===== config.mk =====
export PLATFORM = sky130hd
export DESIGN_NAME = patch_streamer
export DESIGN_NICKNAME = d
export VERILOG_FILES = /design/src/rtl/patch_pkg.sv /design/src/rtl/patch_beat_counter.sv /design/src/rtl/patch_streamer.sv
export SDC_FILE = /design/constraint.sdc
export NUM_CORES = 1
export LEC_CHECK = 0
export CORE_MARGIN = 8
export CORE_UTILIZATION = 48
export DETAILED_ROUTE_END_ITERATION = 12
export PLACE_DENSITY = 0.85
export SLEW_MARGIN = 5
export SYNTH_ARGS = -nofsm -noshare
export SYNTH_HDL_FRONTEND = slang
export SYNTH_SLANG_ARGS = --single-unit
export TNS_END_PERCENT = 50

===== constraint.sdc =====
create_clock -name clk -period 47.1 [get_ports clk]
set_input_delay 9.42 -clock clk [delete_from_list [all_inputs] [get_ports clk]]
set_output_delay 9.42 -clock clk [all_outputs]
set_load 0.005 [all_outputs]

===== src/rtl/patch_pkg.sv =====
// Shared definitions for the patchifier / patch streamer pair.
// Optional class-token support is selected in the streamer with CLS_TOKEN_EN.
package patch_pkg;

   localparam logic [1:0] PATCHIFIER_IDLE  = 2'b00;
   localparam logic [1:0] PATCHIFIER_BUSY  = 2'b01;
   localparam logic [1:0] PATCHIFIER_READY = 2'b10;

   localparam int unsigned DEF_PIXEL_WIDTH = 24;

   typedef logic [DEF_PIXEL_WIDTH-1:0] pixel_t;

   typedef enum logic {
      ST_IDLE   = 1'b0,
      ST_STREAM = 1'b1
   } stream_state_t;

   // Index width for a counter covering n values, never narrower than one bit.
   function automatic int unsigned idx_width(input int unsigned n);
      return (n > 1) ? $clog2(n) : 1;
   endfunction

endpackage


===== src/rtl/patch_beat_counter.sv =====
// Nested position/patch counter: position wraps at POS_LIMIT and carries into
// the patch count, which wraps at PATCH_LIMIT. o_last flags the final beat.
module patch_beat_counter
   import patch_pkg::*;
#(
   parameter  int unsigned POS_LIMIT   = 4,
   parameter  int unsigned PATCH_LIMIT = 4,
   localparam int unsigned POS_W       = idx_width(POS_LIMIT),
   localparam int unsigned PIDX_W      = idx_width(PATCH_LIMIT)
) (
   input  logic              clk,
   input  logic              reset,
   input  logic              i_clr,
   input  logic              i_en,
   output logic [POS_W-1:0]  o_pos,
   output logic [PIDX_W-1:0] o_patch,
   output logic              o_last
);

   logic [POS_W-1:0]  r_pos;
   logic [PIDX_W-1:0] r_patch;
   logic              w_pos_wrap;
   logic              w_patch_wrap;

   assign w_pos_wrap   = (r_pos == POS_W'(POS_LIMIT - 1));
   assign w_patch_wrap = (r_patch == PIDX_W'(PATCH_LIMIT - 1));

   always_ff @(posedge clk) begin
      if (reset || i_clr) begin
         r_pos   <= '0;
         r_patch <= '0;
      end else if (i_en) begin
         if (w_pos_wrap) begin
            r_pos   <= '0;
            r_patch <= w_patch_wrap ? '0 : r_patch + 1'b1;
         end else begin
            r_pos <= r_pos + 1'b1;
         end
      end
   end

   assign o_pos   = r_pos;
   assign o_patch = r_patch;
   assign o_last  = w_pos_wrap && w_patch_wrap;

endmodule


===== src/rtl/patch_streamer.sv =====
// Captures the patchifier's patch array and streams it one pixel per beat,
// patch-major. Define CLS_TOKEN_EN to prepend a class-token patch.
module patch_streamer
   import patch_pkg::*;
#(
   parameter int unsigned CHANNEL_SIZE      = 8,
   parameter int unsigned NUM_CHANNELS      = 3,
   parameter int unsigned PIXEL_WIDTH       = CHANNEL_SIZE * NUM_CHANNELS,
   parameter int unsigned IMG_WIDTH         = 4,
   parameter int unsigned IMG_HEIGHT        = 4,
   parameter int unsigned PATCH_SIZE        = 2,
   parameter int unsigned TOTAL_NUM_PATCHES = (IMG_WIDTH / PATCH_SIZE) * (IMG_HEIGHT / PATCH_SIZE),
   parameter int unsigned PATCH_VECTOR_SIZE = PATCH_SIZE * PATCH_SIZE,
`ifdef CLS_TOKEN_EN
   parameter int unsigned NUM_OUT_PATCHES   = TOTAL_NUM_PATCHES + 1,
`else
   parameter int unsigned NUM_OUT_PATCHES   = TOTAL_NUM_PATCHES,
`endif
   parameter int unsigned PIDX_W            = idx_width(NUM_OUT_PATCHES),
   parameter int unsigned POS_W             = idx_width(PATCH_VECTOR_SIZE)
) (
   input  logic                   clk,
   input  logic                   reset,
   input  logic [1:0]             in_state,
   input  logic [PIXEL_WIDTH-1:0] all_patches [TOTAL_NUM_PATCHES][PATCH_VECTOR_SIZE],
   output logic                   output_taken,
`ifdef CLS_TOKEN_EN
   input  logic [PIXEL_WIDTH-1:0] cls_token,
`endif
   output logic                   out_valid,
   input  logic                   out_ready,
   output logic [PIXEL_WIDTH-1:0] out_pixel,
   output logic [PIDX_W-1:0]      out_patch_idx,
   output logic [POS_W-1:0]       out_pos_idx,
   output logic                   out_last,
   output logic                   busy,
   output logic                   frame_done
);

   localparam int unsigned IMG_W = idx_width(TOTAL_NUM_PATCHES);

   stream_state_t          r_state;
   stream_state_t          w_next;
   logic [PIXEL_WIDTH-1:0] r_buf [TOTAL_NUM_PATCHES][PATCH_VECTOR_SIZE];
   logic                   r_output_taken;
   logic                   r_frame_done;
   logic                   w_stream;
   logic                   w_capture;
   logic                   w_hs;
   logic                   w_last;
   logic [POS_W-1:0]       w_pos;
   logic [PIDX_W-1:0]      w_patch;
   logic [IMG_W-1:0]       w_img_idx;
   logic [PIXEL_WIDTH-1:0] w_pix;

   assign w_stream  = (r_state == ST_STREAM);
   assign w_capture = (r_state == ST_IDLE) && (in_state == PATCHIFIER_READY);
   assign w_hs      = w_stream && out_ready;

   patch_beat_counter #(
      .POS_LIMIT   (PATCH_VECTOR_SIZE),
      .PATCH_LIMIT (NUM_OUT_PATCHES)
   ) u_beat_counter (
      .clk     (clk),
      .reset   (reset),
      .i_clr   (w_capture),
      .i_en    (w_hs),
      .o_pos   (w_pos),
      .o_patch (w_patch),
      .o_last  (w_last)
   );

   always_ff @(posedge clk) begin
      if (reset) begin
         r_state        <= ST_IDLE;
         r_output_taken <= 1'b0;
         r_frame_done   <= 1'b0;
      end else begin
         r_state        <= w_next;
         r_output_taken <= w_capture;
         r_frame_done   <= w_hs && w_last;
      end
   end

   // Buffer has no reset: its contents only matter after a capture.
   always_ff @(posedge clk) begin
      if (w_capture) begin
         r_buf <= all_patches;
      end
   end

   always_comb begin
      w_next = r_state;
      case (r_state)
         ST_IDLE:   if (w_capture)      w_next = ST_STREAM;
         ST_STREAM: if (w_hs && w_last) w_next = ST_IDLE;
         default:                       w_next = ST_IDLE;
      endcase
   end

`ifdef CLS_TOKEN_EN
   assign w_img_idx = IMG_W'(w_patch - 1'b1);
   assign w_pix     = (w_patch == '0) ? cls_token : r_buf[w_img_idx][w_pos];
`else
   assign w_img_idx = IMG_W'(w_patch);
   assign w_pix     = r_buf[w_img_idx][w_pos];
`endif

   always_comb begin
      out_valid     = 1'b0;
      out_pixel     = '0;
      out_patch_idx = '0;
      out_pos_idx   = '0;
      out_last      = 1'b0;
      if (w_stream) begin
         out_valid     = 1'b1;
         out_pixel     = w_pix;
         out_patch_idx = w_patch;
         out_pos_idx   = w_pos;
         out_last      = w_last;
      end
   end

   assign output_taken = r_output_taken;
   assign busy         = w_stream;
   assign frame_done   = r_frame_done;

endmodule


# Yosys cells after proc, flatten, opt, wreduce, memory -nomap -nowiden
# Index checks and enable logic that the tools add are counted.
# totals
output_inout_bits,33
ff_bits,391
word_cells,53
# op_classes
magnitude_cmp,2
reduce_logical,6
mux,16
bitwise_logic,3
n_addsub,2
n_eq_ne,3
# op_table
cell,count
96-bit binary-select mux with 2-bit select,1
96-bit two-way mux,2
24-bit two-way mux,3
24-bit binary-select mux with 2-bit select,1
2-bit two-way mux,4
"2-bit == test, second input constant",3
"3-bit >= comparator, second input constant",2
2-bit inverter with 3-bit output,2
"2-bit by 1-bit adder with 2-bit output, second input constant",2
1-bit logical AND,4
1-bit two-way mux,4
1-bit one-hot mux with 2 select lines,1
2-bit AND reduction,1
1-bit logical OR,1
1-bit inverter,1

# Logic depth before layout (Yosys ltp)
# Gate-level depths: netlist (run 1).
# depth
ltp_word,8
mapped_depth,7
depth_no_buf,5

# Modules after synthesis
# From an unflattened synthesis (run 1), not the netlist that was laid out.
# hier_totals
cells_unflattened,820
hier_area_um2,15229.6
# by_module_without_submodules
module,area_per_inst_um2,cells_each,n_inst
patch_streamer,15028.2,801,1
patch_beat_counter,201.4,19,1

# Least setup slack after synthesis (run 1)
# OpenSTA, ideal clock, no wires.
# synth_timing
kind,input to register
start,in in_state[0]
end,reg u_beat_counter.r_patch[0] (netlist: u_beat_counter.o_patch[0])
stages,3
setup_time_ns,0.154
setup_slack_ns,7.218
path_buffers,0
arrival_ns,39.727
cell_sequence,nor3b_1 or2_2 nor2_1
# synth_via
elab_chain_len,3
# synth_lines
element,line,source
from (decl),patch_streamer.sv:24,"input logic [1:0] in_state,"
2-bit == test,patch_streamer.sv:57,assign w_capture = (r_state == ST_IDLE) && (in_state == PATCHIFIER_READY);
1-bit logical AND,patch_streamer.sv:57,
1-bit logical OR,patch_beat_counter.sv:29,if (reset || i_clr) begin
to (signal assigned),patch_beat_counter.sv:35,r_patch <= w_patch_wrap ? '0 : r_patch + 1'b1;
to (decl),patch_beat_counter.sv:21,logic [PIDX_W-1:0] r_patch;
# No other way between the ends.
# A chain may end at the register's enable or synchronous reset.

# Worst setup path after layout (run 1)
# layout_timing
start,reg u_beat_counter.r_patch[0] (netlist: u_beat_counter.o_patch[0])
end,out out_pixel[0]
# layout_via
elab_chain_len,8
# layout_lines
element,line,source
2-bit inverter with 3-bit output (implied by the code),patch_streamer.sv:106,assign w_pix = r_buf[w_img_idx][w_pos];
96-bit binary-select mux with 2-bit select,patch_streamer.sv:106,
96-bit two-way mux (implied by the code) (2 in series),patch_streamer.sv:106,
24-bit binary-select mux with 2-bit select,patch_streamer.sv:106,
24-bit two-way mux (implied by the code) (2 in series),patch_streamer.sv:106,
24-bit two-way mux,patch_streamer.sv:115,if (w_stream) begin
to (decl),patch_streamer.sv:32,"output logic [PIXEL_WIDTH-1:0] out_pixel,"
# No other way between the ends. The select of a mux whose other input is x is not followed.

==> results of run 1 <==
## critical path, cell delays in order, from the launching register on
cell and delay [ns]:
dfxtp_4 1.00, buf_4 0.79, mux4_1 0.64, mux2i_1 0.41, o21ai_0 0.14, clkdlybuf4s50_1 0.48
## cell type report
type / count / area, sq um
tap: 402 / 503.0
clock inverter: 25 / 225.2
sequential: 391 / 11680
fill: 2013 / 10360
antenna: 14 / 35.03
clock buffer: 47 / 1049
multi-input combinational: 269 / 3146
timing repair buffer: 432 / 4309
inverter: 2 / 7.507
## logic make-up (layout without fill, tap and decap cells)
kind of cell,count (synthesis),after routing,share of synthesized area
simple gates,35,35,0.01131
compound gates,84,84,0.03601
mux,148,148,0.1581
fa+ha+maj,2,2,0.001651
buf+inv,43,506,0.02255
other cells,0,14,0
flops,391,391,0.7703
## power breakdown
| group | internal, uW | total, uW | leakage (uW) | switching [uW] |
|---|---|---|---|---|
| clock network | 177 | 306 | 0.000624 | 129 |
| logic | 35.4 | 53.0 | 0.00255 | 17.6 |
| registers | 400 | 405 | 0.00363 | 4.77 |
| total | 613 | 764 | 0.00681 | 151 |
## per-layer routing
layer,vias to the layer above,share of wire
met1,4257,0.39
met3,87,0.061
li1,3853,-
met5,-,0.0013
met2,375,0.52
met4,8,0.033
## metrics by stage
| stage | hold slack, ns | power (uW) | worst slack [ns] |
|---|---|---|---|
| 6_report | 0.4950 | 763.7 | 33.59 |
| 5_1_grt | 0.5257 | 787.0 | 33.38 |
| 4_1_cts | 0.4964 | 770.0 | 33.57 |
| 3_5_place_dp | 0.4869 | 465.1 | 34.13 |
| 3_3_place_gp | 0.4703 | 463.0 | 34.16 |
| 2_1_floorplan | 0.4587 | 438.1 | 7.218 |
## worst paths after layout
check	start	endpoint	slack [ns]	depth (start not counted)
setup reg to reg	busy	u_beat_counter.o_patch[1]	44.00	5
hold reg to reg	u_beat_counter.o_pos[1]	u_beat_counter.o_pos[1]	0.50	2
setup / recovery	u_beat_counter.o_patch[0]	out_pixel[0]	33.59	5
hold / removal	u_beat_counter.o_pos[1]	u_beat_counter.o_pos[1]	0.50	2
## sequential cells by signal (all words and copies together) (netlist names)
register	flops
u_beat_counter.o_pos	2
r_buf	384
u_beat_counter.o_patch	2
busy	1
frame_done	1
output_taken	1
## layout by cell type, fill, tap and decap left out, types with 7 or more instances in the layout
cell type        count
edfxtp_1           384
mux4_2              26
clkinv_2             7
mux2i_1             83
clkbuf_16           41
buf_4               10
clkdlybuf4s50_1    421
o21ai_0             17
a221oi_1            24
mux4_1              36
clkinv_1             9
a21oi_1              7
diode_2             14
o21ai_1             24
nand2_1             10
==> impl_metrics.json, run 1 <==
{
  "wl_per_cell_microns": 26.07,
  "drc": 0,
  "cellPowerDensity_nw_per_um2": 36.45,
  "num_rows": 65,
  "grtUsageMet3": 0.04894,
  "grt_pass1_wl_mm": 58.62,
  "die_w_microns": 193.7,
  "grt_antenna_before_repair": 18,
  "io_pins": 422,
  "cts_buffers": 41,
  "timing.final.crit_share": 0.2869,
  "critPathKind": "register to primary output",
  "final_cells": 1582,
  "synth.distinct_cells": 35,
  "initial_core_util": 0.4839,
  "place_congestion": 0.8295,
  "synth_area_leaders": "edfxtp_1 76%, mux4_1 6.2%, mux2i_1 5.5%, mux4_2 3.9%, a221oi_1 1.4%",
  "grt_max_degree": 210,
  "cts_sinks": 391,
  "place_hpwl_mm": 29.62,
  "nNetsFinal": 1528,
  "async_reset_ff_frac": 0,
  "status": "finished, final reports clean",
  "peakVddDrop_mv": 0.03139,
  "maxCapViolCount": 0,
  "post-cts-setup-buffers": 0,
  "clockBufferDepth": 3,
  "use_met2": 0.3575,
  "fin_tns_setup_ns": 0,
  "fmaxAchievable_ghz": 0.07400,
  "stdcell_area_sq_um": 20950,
  "core_sq_um": 31310,
  "gr-max-usage-layer": "met2",
  "synthTopCellsByCount": "384 x edfxtp_1, 83 x mux2i_1, 36 x mux4_1, 26 x mux4_2",
  "synthesis.area_sq_um": 15150,
  "cts_max_level": 2,
  "synth_edf_count": 384,
  "crit_arrival_ns": 4.09,
  "synthesis.nets": 1094,
  "crit_path_start_kind": "register",
  "hold_path_class": "register to register",
  "drtIter0Drc": 598,
  "synth_top_area_cell": "edfxtp_1",
  "root_buffer": "clkbuf_16",
  "fin_crit_ns": 13.51,
  "p_leak_uw": 0.006807,
  "fp.dieH_microns": 193.7,
  "track_usage": 0.2106,
  "dp.cells": 1496,
  "skew_ns": 0.01184,
  "first_global_vias": 9236,
  "synthCells": 703,
  "drive_gt1_frac": 0.08834,
  "syn_avg_cell_area_sq_um": 21.55,
  "clk_latency_ns": 0.53,
  "overflow": 0,
  "cp.required_ns": 37.68,
  "relSlewSlack": 0.2213,
  "utilization": 0.6692,
  "cts.reportedPaths.clkPinSlew_ns": 0.06,
  "avgViaCountPerCell": 5.424,
  "yosysWarnings": 0,
  "critPathMaxFanout": 57,
  "syn_to_final_growth_pct": 38.30,
  "ys_seq_elements": 391,
  "synth_most_common_cell": "edfxtp_1",
  "hold_viol": 0,
  "worstSetupEndpointType": "primary output",
  "cts-resized-gates": 0,
  "vias": 8580,
  "route.antenna.remaining_nets": 0,
  "cts_tree": "built",
  "wl_mm": 41.24,
  "ys.flop_type": "edfxtp_1",
  "report.final.slew_viol_count": 0,
  "first_pass_iters": 5,
  "seq_area_frac_synth": 0.7703,
  "synth_top_area_frac": 0.7611,
  "port_buffers": 421,
  "dieArea_sq_um": 37500,
  "tightest_slew_ns": 1.168,
  "rsz0062_at_grt": "false",
  "gr-usage-met1": 0.2589,
  "postCtsHoldBufs": 0,
  "dpl_cell_area_sq_um": 19650,
  "finalSetupViolations": 0
}
Note: power is estimated with default switching activity, not from simulation.
==> run 2: changes to the inputs <==
==> constraint.sdc (replaced) <==
create_clock -name clk -period 12.7 [get_ports clk]
set_input_delay 2.54 -clock clk [delete_from_list [all_inputs] [get_ports clk]]
set_output_delay 2.54 -clock clk [all_outputs]
set_load 0.005 [all_outputs]
==> run 2 against run 1 <==
Clock power grew to 4.0 times the previous value. Global-route usage increased by 0.32 points. Routed wire length increased by 0.98%. Final cell count rose by 0.32%. Critical path type unchanged. Largest cell class unchanged.
==> impl_metrics.json, run 2 (synthesized netlist as in run 1, its figures left out) <==
{
  "p_leak_uw": 0.006857,
  "fin_tns_setup_ns": 0,
  "track_usage": 0.2137,
  "post-cts-setup-buffers": 0,
  "rsz0062_at_grt": "false",
  "tightest_slew_ns": 1.203,
  "hold_start": "u_beat_counter.o_pos[1]",
  "wl_mm": 41.64,
  "maxCapViolCount": 0,
  "worst-r2r-cell-count": 3,
  "layout_common_cells": "421 x clkdlybuf4s50_1, 384 x edfxtp_1, 83 x mux2i_1, 42 x clkbuf_16, 36 x mux4_1",
  "port_buffers": 421,
  "clk_latency_ns": 0.53,
  "status": "finished, final reports clean",
  "peakVddDrop_mv": 0.1200,
  "drive_gt1_frac": 0.09231,
  "crit_arrival_ns": 3.84,
  "drc": 0,
  "hold_path_class": "register to register",
  "fin_crit_ns": 6.379,
  "crit_end": "out_pixel[16]",
  "root_buffer": "clkbuf_16",
  "die_w_microns": 193.7,
  "cts-resized-gates": 0,
  "grt_pass1_wl_mm": 59.58,
  "timing.rr.end": "r_buf[168]",
  "place_hpwl_mm": 30.09,
  "io_pins": 422,
  "r2r_slack_ns": 9.60,
  "vias": 8647,
  "dieArea_sq_um": 37500,
  "regMostFlops": "r_buf",
  "cp.required_ns": 10.16,
  "postCtsHoldBufs": 0,
  "place_congestion": 0.8258,
  "fmaxAchievable_ghz": 0.1568,
  "finalSetupViolations": 0,
  "initial_core_util": 0.4839,
  "fillCellCount": 1991,
  "critPathMaxFanout": 57,
  "cts_tree": "built",
  "report.final.slew_viol_count": 0,
  "critPathLaunch": "u_beat_counter.o_patch[0]",
  "cellPowerDensity_nw_per_um2": 138.1,
  "hold_viol": 0,
  "core_sq_um": 31310,
  "largest_reg_flops": 384,
  "grt_antenna_before_repair": 16,
  "regArea_sq_um": 11680,
  "avgViaCountPerCell": 5.449,
  "dp.cells": 1495,
  "worstSetupEndpointType": "primary output",
  "syn_to_final_growth_pct": 38.99,
  "route.antenna.remaining_nets": 0,
  "first_global_vias": 9440,
  "worstReg2RegStart": "busy",
  "crit_path_start_kind": "register",
  "clockBufferDepth": 3,
  "utilization": 0.6725,
  "grt_max_degree": 224,
  "place_ws_ns": 6.781,
  "overflow": 0,
  "cts_buffers": 42,
  "fp.dieH_microns": 193.7,
  "skew_ns": 0.01746,
  "wl_per_cell_microns": 26.24,
  "first_pass_iters": 4,
  "cts.reportedPaths.clkPinSlew_ns": 0.06,
  "final_cells": 1587,
  "critPathKind": "register to primary output",
  "drtIter0Drc": 593,
  "multiInputGateArea_sq_um": 3152,
  "cts_max_level": 2,
  "nNetsFinal": 1528,
  "worst_slack_ns": 6.321,
  "cts_sinks": 391,
  "layout_commonest_cell": "clkdlybuf4s50_1",
  "num_rows": 65,
  "timing.final.crit_share": 0.5023,
  "relSlewSlack": 0.1980
}
## run 2: cell types whose count changed in the layout (fill, tap and decap cells not counted), sizes merged
| cell | before | now |
|---|---|---|
| buf | 11 | 10 |
| bufinv | 3 | 5 |
| clkbuf | 47 | 51 |
| clkinv | 18 | 17 |
| diode | 14 | 15 |
## run 2: metal layers
layer	GRT usage	vias up	part of all wire
li1	-	3855	-
met1	0.2540	4299	0.38
met2	0.3658	399	0.52
met3	0.04703	94	0.062
met4	0.1046	0	0.043
met5	0	-	0
## run 2: report_power, final
| group | total [uW] | switching [uW] | internal [uW] |
|---|---|---|---|
| Clock | 1210 | 484 | 724 |
| Combinational | 198 | 66.6 | 132 |
| Sequential | 1500 | 18.1 | 1480 |
## run 2: critical path: stages (launching register included)
cell and delay, ns:
dfxtp_4 0.73, buf_4 0.85, mux2i_1 0.20, a221oi_1 0.57, o21ai_1 0.12, o21ai_0 0.19
clkdlybuf4s50_1 0.61
## run 2: worst min-delay path by stage
stage / endpoint / slack (ns) / depth (start not counted)
after floorplan: u_beat_counter.o_pos[1] / 0.46 / 2
after global placement: u_beat_counter.o_pos[1] / 0.47 / 2
after detailed placement: u_beat_counter.o_pos[1] / 0.49 / 2
after CTS: u_beat_counter.o_pos[1] / 0.50 / 2
after global routing: u_beat_counter.o_pos[1] / 0.54 / 2
final: u_beat_counter.o_pos[1] / 0.50 / 2
## run 2: final cells by class
cell class / instances / area share
timing repair buffer: 431 / 0.2043
multi-input combinational: 269 / 0.1497
clock buffer: 51 / 0.05247
antenna: 15 / 0.001783
inverter: 2 / 0.0003565
sequential: 391 / 0.5547
tap: 402 / 0.02389
clock inverter: 26 / 0.01289
## run 2: per-stage QoR
step	instance area [sq um]	hold slack [ns]	total power (uW)
CTS	21020	0.5036	2931
detailed placement	19640	0.4950	1726
finish	21060	0.4998	2909
global placement	19640	0.4675	1718
global route	21060	0.5411	2995
floorplan	15160	0.4588	1586
==> run 3: changes to the inputs <==
==> constraint.sdc (replaced) <==
create_clock -name clk -period 5.9 [get_ports clk]
set_input_delay 1.18 -clock clk [delete_from_list [all_inputs] [get_ports clk]]
set_output_delay 1.18 -clock clk [all_outputs]
set_load 0.005 [all_outputs]
==> run 3 against run 2 <==
Worst hold slack improved by 0.0040 ns. Largest cell class unchanged. Clock power increased by 110%. Sequential share of layout area decreased by 0.056 points. Final area increased by 0.10%. Flip-flop and latch count unchanged. Combinational power increased by 120%. Register-to-register slack got worse by 5.9 ns. First-iteration DRC count increased by 17%. Critical endpoint is now out_pixel[8]. Non-clock buffer count increased by 5. Via count decreased by 0.31%. Utilization increased by 0.068 points. Worst setup slack got worse by 5.0 ns.
==> impl_metrics.json, run 3 (synthesized netlist as in run 1, its figures left out) <==
{
  "finalSetupViolations": 0,
  "io_pins": 422,
  "worst-r2r-cell-count": 2,
  "finalPower_uw": 6189,
  "avgViaCountPerCell": 5.418,
  "regArea_sq_um": 11680,
  "place_hpwl_mm": 30.48,
  "crit_path_start_kind": "register",
  "critPathTopFamily": "compound AO/OA/AOI/OAI gates",
  "regMostFlops": "r_buf",
  "cp.required_ns": 4.72,
  "vias": 8620,
  "maxCapViolCount": 0,
  "cts_tree": "built",
  "crit_chain": "nand2_1 -> a221oi_1 -> o21ai_1 -> o21ai_0 -> clkdlybuf4s50_1",
  "wl_mm": 41.63,
  "grt_max_degree": 148,
  "critPathLaunch": "busy",
  "route.antenna.remaining_nets": 0,
  "fin_crit_ns": 4.603,
  "place_congestion": 0.8354,
  "clk_latency_ns": 0.52,
  "crit_buf_inv": 1,
  "critPathKind": "register to primary output",
  "postCtsHoldBufs": 0,
  "critPathMaxFanout": 22,
  "worstSetupEndpointType": "primary output",
  "cts_max_level": 2,
  "fmaxAchievable_ghz": 0.2172,
  "post-cts-setup-buffers": 0,
  "cp.depth": 5,
  "status": "finished, final reports clean",
  "worstReg2RegStart": "busy",
  "layout_common_cells": "421 x clkdlybuf4s50_1, 384 x edfxtp_1, 83 x mux2i_1, 43 x clkbuf_16, 36 x mux4_1",
  "cts_buffers": 41,
  "first_global_vias": 9187,
  "fillCellCount": 1967,
  "hold_path_class": "register to register",
  "drtIter0Drc": 696,
  "drive_gt1_frac": 0.09037,
  "drc": 0,
  "finalHoldWorstSlack_ns": 0.5038,
  "critPathSlowestCell": "a221oi_1",
  "layout_commonest_cell": "clkdlybuf4s50_1",
  "clockBufferDepth": 3,
  "track_usage": 0.2127,
  "port_buffers": 421,
  "dieArea_sq_um": 37500,
  "syn_to_final_growth_pct": 39.13,
  "rsz0062_at_grt": "false",
  "grt_pass1_wl_mm": 59.17,
  "num_rows": 65,
  "core_sq_um": 31310,
  "hold_start": "u_beat_counter.o_pos[1]",
  "die_w_microns": 193.7,
  "hold_depth": 2,
  "peakVddDrop_mv": 0.2585,
  "cts-resized-gates": 0,
  "grt_antenna_before_repair": 14,
  "root_buffer": "clkbuf_16",
  "dp.cells": 1500,
  "timing.final.crit_share": 0.7802,
  "hold_viol": 0,
  "initial_core_util": 0.4839,
  "p_leak_uw": 0.006863,
  "wl_per_cell_microns": 26.16,
  "first_pass_iters": 5,
  "cellPowerDensity_nw_per_um2": 293.6,
  "report.final.slew_viol_count": 0,
  "nNetsFinal": 1532,
  "multiInputGateArea_sq_um": 3152,
  "tightest_slew_ns": 0.9002,
  "overflow": 0,
  "relSlewSlack": 0.3984,
  "cts.reportedPaths.clkPinSlew_ns": 0.06,
  "cts_sinks": 391,
  "fp.dieH_microns": 193.7,
  "utilization": 0.6732,
  "slowest_delay_ns": 0.80,
  "crit_arrival_ns": 3.42,
  "largest_reg_flops": 384,
  "skew_ns": 0.008557,
  "final_cells": 1591
}
run 3: cell count changes in the layout (fill, tap and decap cells not counted), sizes merged:
cell / delta
clkbuf: +3
clkinvlp: -1
inv: -2
buf: +5
diode: +1
bufinv: -1
clkinv: -1
run 3: worst paths after layout:
| check | slack, ns | to |
|---|---|---|
| worst max-delay path | 1.30 | out_pixel[8] |
| worst min-delay path | 0.50 | u_beat_counter.o_pos[1] |
| worst max register to register | 3.66 | r_buf[364] |
| worst min register to register | 0.50 | u_beat_counter.o_pos[1] |
run 3: per-layer routing:
| layer | part of all wire | global-route usage | wire length (microns) | vias up |
|---|---|---|---|---|
| met5 | 0 | 0 | 0 | - |
| met1 | 0.38 | 0.2571 | 15900 | 4306 |
| met4 | 0.038 | 0.1006 | 1593 | 0 |
| met3 | 0.063 | 0.04755 | 2618 | 79 |
| met2 | 0.52 | 0.3602 | 21520 | 376 |
| li1 | - | - | - | 3859 |
run 3: layout make-up:
type / instances / share of cell area
inverters: 2 / 0.0003561
multi-input cells: 269 / 0.1495
diodes: 16 / 0.001899
clock inverters: 21 / 0.009616
repair buffers: 436 / 0.2076
well taps: 402 / 0.02386
flip-flops and latches: 391 / 0.5541
clock buffers: 54 / 0.05301
run 3: where the power goes:
part           internal (uW)  leakage (uW)  total [uW]  switching [uW]
Clock                   1510      0.000648        2520            1010
Combinational            286       0.00258         433             147
Sequential              3190       0.00363        3230            38.2
run 3: worst min-delay path, stage by stage, from the launching register on:
cell	delay (ns)
dfxtp_1	0.34
nand2_1	0.06
a21oi_1	0.06
run 3: through the flow:
| step | setup TNS, ns | worst slack (ns) | cell area [sq um] |
|---|---|---|---|
| after floorplan | -2119.17 | -5.837 | 15160 |
| after global placement | 0 | 1.937 | 19720 |
| after detailed placement | 0 | 1.771 | 19720 |
| after CTS | 0 | 1.199 | 21040 |
| after global routing | 0 | 1.148 | 21080 |
| final | 0 | 1.297 | 21080 |
